[config.mk]
export PLATFORM = sky130hd
export DESIGN_NAME = step_sequencer
export DESIGN_NICKNAME = d
export VERILOG_FILES = /design/src/rtl/step_sequencer.sv
export SDC_FILE = /design/constraint.sdc
export NUM_CORES = 1
export LEC_CHECK = 0
export ABC_AREA = 1
export CAP_MARGIN = 20
export CORE_MARGIN = 2
export CORE_UTILIZATION = 49
export DETAILED_ROUTE_END_ITERATION = 10
export MAX_ROUTING_LAYER = met4
export PLACE_DENSITY = 0.76
export SYNTH_ARGS = -nofsm -noshare
export SYNTH_HDL_FRONTEND = slang
export SYNTH_SLANG_ARGS = --single-unit
export TNS_END_PERCENT = 10
[constraint.sdc]
create_clock -name clk -period 1.7 [get_ports clk]
set_input_delay 0.17 -clock clk [delete_from_list [all_inputs] [get_ports clk]]
set_output_delay 0.17 -clock clk [all_outputs]
set_load 0.02 [all_outputs]
[src/rtl/step_sequencer.sv]
// Front-panel timestep sequencer: synchronizes and debounces the step/peek keys and
// advances the 2-bit processor timestep on a debounced step press or an auto tick.
module step_sequencer #(
  parameter int unsigned DB_CYCLES   = 16,
  parameter int unsigned AUTO_PERIOD = 8
) (
  input  logic       clk,
  input  logic       rst,
  input  logic       KEYb_Step,
  input  logic       KEYb_Peek,
  input  logic       SW_Auto,
  input  logic       Clr,
  output logic [1:0] TIME,
  output logic       Step,
  output logic       DONE,
  output logic       Pkb
);

  localparam int unsigned NKEYS  = 2;
  localparam int unsigned DB_W   = $clog2(DB_CYCLES + 1);
  localparam int unsigned AUTO_W = $clog2(AUTO_PERIOD);
  localparam logic [DB_W-1:0]   DB_LAST   = DB_W'(DB_CYCLES - 1);
  localparam logic [AUTO_W-1:0] AUTO_LAST = AUTO_W'(AUTO_PERIOD - 1);

  // key index 0 = step, 1 = peek
  logic [NKEYS-1:0]  key_meta;
  logic [NKEYS-1:0]  key_sync;
  logic [NKEYS-1:0]  key_stable;
  logic              auto_meta;
  logic              auto_sync;
  logic              step_prev;
  logic [AUTO_W-1:0] auto_cnt;
  logic              req_c;

  // Two-flop synchronizers; keys idle high, switch idles low
  always_ff @(posedge clk) begin
    if (rst) begin
      key_meta  <= '1;
      key_sync  <= '1;
      auto_meta <= 1'b0;
      auto_sync <= 1'b0;
    end else begin
      key_meta  <= {KEYb_Peek, KEYb_Step};
      key_sync  <= key_meta;
      auto_meta <= SW_Auto;
      auto_sync <= auto_meta;
    end
  end

  // Debouncers: stable follows the synced key only after DB_CYCLES consecutive differing samples
  for (genvar k = 0; k < NKEYS; k++) begin : g_db
    logic            stable_q;
    logic [DB_W-1:0] cnt_q;

    always_ff @(posedge clk) begin
      if (rst) begin
        stable_q <= 1'b1;
        cnt_q    <= '0;
      end else if (key_sync[k] == stable_q) begin
        cnt_q    <= '0;
      end else if (cnt_q == DB_LAST) begin
        stable_q <= key_sync[k];
        cnt_q    <= '0;
      end else begin
        cnt_q    <= cnt_q + DB_W'(1);
      end
    end

    assign key_stable[k] = stable_q;
  end

  assign Pkb = key_stable[1];

  // Press edge detect and auto-step period counter
  always_ff @(posedge clk) begin
    if (rst) begin
      step_prev <= 1'b1;
      auto_cnt  <= '0;
    end else begin
      step_prev <= key_stable[0];
      if (!auto_sync || auto_cnt == AUTO_LAST) begin
        auto_cnt <= '0;
      end else begin
        auto_cnt <= auto_cnt + AUTO_W'(1);
      end
    end
  end

  // In auto mode the step key is ignored, though step_prev keeps tracking it
  always_comb begin
    req_c = 1'b0;
    if (auto_sync) begin
      req_c = (auto_cnt == AUTO_LAST);
    end else begin
      req_c = step_prev & ~key_stable[0];
    end
  end

  // Timestep advance; Clr on a step restarts the instruction at timestep 0
  always_ff @(posedge clk) begin
    if (rst) begin
      TIME <= 2'd0;
      DONE <= 1'b0;
      Step <= 1'b0;
    end else begin
      Step <= req_c;
      if (req_c) begin
        if (Clr) begin
          TIME <= 2'd0;
          DONE <= 1'b1;
        end else begin
          TIME <= TIME + 2'd1;
          DONE <= 1'b0;
        end
      end
    end
  end

endmodule

==> impl_summary.log <==
INFO  metric status = complete, no violations
INFO  metric largest_family_of_logic_cells_by_synthesized_area = simple AND/OR/NAND/NOR gates
INFO  metric regToRegSetupSlack = approximately 0.33 ns
INFO  metric switching_share = 0.206
INFO  metric wire_length_of_the_first_global_routing_pass = between 2 and 2.5 mm
INFO  metric antenna_cells_inserted = 0
INFO  metric critPathMaxStageDelay = 0.63 ns
INFO  metric pin_count_of_the_biggest_net_entering_global_routing = 14
INFO  metric fillers = ~180
INFO  metric drcViolationCount = 0
INFO  metric timing.critical_path.arrival = between 1 and 1.5 ns
INFO  metric clock_sinks = 26
INFO  metric area_growth_syn_to_layout = 15.4%
INFO  metric rsz0062_at_grt = no
INFO  metric critPathCaptureType = output pin
INFO  metric place_area = about 1100 sq um
INFO  metric design.die.area = around 2300 sq um
INFO  metric power.clock.fraction = 0.278
INFO  metric buffer_and_inverter_count_on_the_worst_path = 1
INFO  metric layout-drive-gt1-share = 0.0880
INFO  metric clkLatencyLatePin = 0.31 ns
INFO  metric tightestPinTransition = about 0.33 ns
INFO  metric layout.cell_area.non_filler = around 1100 sq um
INFO  metric drt-pass1-iter-count = 4
INFO  metric power_per_cell_area = roughly 800 nW/um^2
INFO  metric cts_setup_buffers = 0
INFO  metric num_io_pins = 11
INFO  metric tritoncts = done
INFO  metric antenna_left = 0
INFO  metric p_leak = approximately 0.44 nW
INFO  metric clkSlewWorstSetupHoldPaths = roughly 0.13 ns
INFO  metric num_rows = 16
INFO  metric power.sequential.fraction = 0.688
INFO  metric synth-adder-area-share = 0.0776
INFO  metric most-common-layout-cells = sky130_fd_sc_hd__dfxtp_1, sky130_fd_sc_hd__nor2_1, sky130_fd_sc_hd__inv_1
INFO  metric power_frac_comb = 0.034
INFO  metric worst-path-max-fanout = 5
INFO  metric max_slew_margin = 0.776
INFO  metric area.sequential = 520 sq um
INFO  metric vias_per_instance = around 4.5
INFO  metric core_area = approximately 1900 sq um
INFO  metric die-width = slightly below 50 um
INFO  metric track_usage = 0.138
INFO  metric cts.root.buffer_cell = sky130_fd_sc_hd__clkbuf_4
INFO  metric antenna_found_initial = 0
INFO  metric synth.cell_area = ~970 sq um
INFO  metric worst_hold_path_type = input port to flop
INFO  metric synth_area_in_compound_gates = 0.0466
INFO  metric initial_core_util = 0.509
INFO  metric cts_buffers = 3
INFO  metric skew = between 0.001 and 0.0015 ns
INFO  metric min_period_over_period = 0.898
INFO  metric wl_per_cell = between 8 and 9 um
INFO  metric peakVddDrop = 484 uV
INFO  metric syn-num-nets = 125
INFO  metric multi_input_comb_area = between 300 and 400 sq um
INFO  metric cts_buffer_depth = 2
INFO  metric critPathTopFamily = buffers and inverters
INFO  metric die_height = between 40 and 50 um
INFO  metric port_buffers = 10
INFO  metric finalMaxSlewViolations = 0
INFO  metric cts-hold-fix-buffers = 0
INFO  metric postSynthAreaPerCell = 8.56 sq um
INFO  metric critical_path_required_time = ~1.5 ns
INFO  metric fin_setup_tns = 0 ns
INFO  metric finalWorstPathRequiredPeriod = around 1.5 ns
INFO  metric post_synth_num_cell_types = 15
INFO  metric yosys.area_share.simple = 0.254
INFO  metric finalSetupViolations = 0
INFO  metric muxShareOfSynthArea = 0.0103
INFO  metric worst_setup_path_start_kind = flop
INFO  metric yosys_register_bits = 26
INFO  metric ys_warn_count = 0
INFO  metric synth-xor-area-share = 0
INFO  metric worstPathCellList = clkdlybuf4s50_1
INFO  metric critical_path_class = flop to output pin
INFO  metric first_global_vias = 635
INFO  metric timing.final.hold_violations = 0
INFO  metric worst_path_max_delay_cell = sky130_fd_sc_hd__clkdlybuf4s50_1
INFO  metric yosysSeqAreaShare = 0.538
INFO  metric grt_remaining_overflow = 0
INFO  metric vias = 680
INFO  metric syn-instance-count = approximately 110
INFO  metric post_cts_resize_count = 0
INFO  metric finalNetCount = 139
INFO  metric post-dp-hpwl = just over 1 mm
INFO  metric htree_num_levels = 1
INFO  metric power.internal = 0.718 mW
INFO  metric achievable-frequency = 0.655 GHz
INFO  metric detail_route.iter0.violations = 14
INFO  metric place_congestion = between 0.7 and 0.8
INFO  metric net-switching-power = about 0.19 mW
INFO  metric max-cap-violations = 0
INFO  metric drt-total-wl = ~1.3 mm
==> cell families after synthesis <==
kind of cell    count (synthesis)
simple gates                   53
fa+ha+maj                       6
mux                             1
flops                          26
compound gates                  9
buf+inv                        18
==> worst paths after layout <==
check | from | to | cells after the start
worst min register to register | auto_meta | auto_sync | 2
worst max register to register | g_db[1].cnt_q[0] | g_db[1].cnt_q[2] | 7
worst min-delay path | SW_Auto | auto_meta | 3
worst max-delay path | TIME[0] | TIME[0] | 1
==> Yosys cell counts <==
cell	instances	area share
sky130_fd_sc_hd__mux2i_1	1	0.010
sky130_fd_sc_hd__nor2_1	26	0.10
sky130_fd_sc_hd__nand2_1	13	0.050
sky130_fd_sc_hd__buf_4	1	0.0078
sky130_fd_sc_hd__nand3_1	4	0.021
sky130_fd_sc_hd__nor3b_2	2	0.026
sky130_fd_sc_hd__nand4_1	2	0.013
sky130_fd_sc_hd__or2_2	4	0.026
sky130_fd_sc_hd__nand2_2	1	0.0065
sky130_fd_sc_hd__inv_1	17	0.066
sky130_fd_sc_hd__o21ai_0	3	0.016
sky130_fd_sc_hd__nand3_2	1	0.010
sky130_fd_sc_hd__a21oi_1	6	0.031
sky130_fd_sc_hd__dfxtp_1	26	0.54
sky130_fd_sc_hd__ha_1	6	0.078
==> power by group through the flow <==
stage	logic, mW	registers [mW]	clock network (mW)
final	0.0303	0.622	0.252
after global routing	0.0352	0.624	0.281
after CTS	0.0308	0.622	0.257
after detailed placement	0.0307	0.636	0
after global placement	0.0300	0.635	0
after floorplan	0.0171	0.635	0
==> layout make-up <==
class | count | share of cell area
Clock buffer | 3 | 0.0202
Inverter | 17 | 0.0572
Multi-Input combinational cell | 69 | 0.336
Sequential cell | 26 | 0.466
Tap cell | 27 | 0.0303
Timing Repair Buffer | 10 | 0.0897
==> per-layer routing <==
| metal | part of all wire | track usage |
|---|---|---|
| met5 | 0 | - |
| met1 | 0.48 | 0.168 |
| met4 | 0.031 | 0.0857 |
| met2 | 0.45 | 0.218 |
| met3 | 0.037 | 0.0216 |
==> flip-flops by register name, indices dropped and copies added (netlist names) <==
register and flops:
DONE 1, Pkb 1, Step 1, TIME 2
auto_cnt 3, auto_meta 1, auto_sync 1, g_db.cnt_q 10
g_db.stable_q 1, key_meta 2, key_sync 2, step_prev 1
==> worst min-delay path, cell delays in order <==
cell,delay [ns]
sky130_fd_sc_hd__clkdlybuf4s50_1,0.39
sky130_fd_sc_hd__inv_1,0.05
sky130_fd_sc_hd__nor2_1,0.03
==> per-stage QoR <==
step	worst slack (ns)	hold slack [ns]	std cells	power (mW)	util
floorplan	0.473	0.274	113	0.652	-
global placement	0.371	0.392	149	0.666	0.575
detailed placement	0.351	0.396	149	0.667	0.575
CTS	0.165	0.349	152	0.911	0.587
global route	0.129	0.382	152	0.940	0.587
finish	0.173	0.350	152	0.904	0.587
Note: power is estimated with default switching activity, not from simulation.
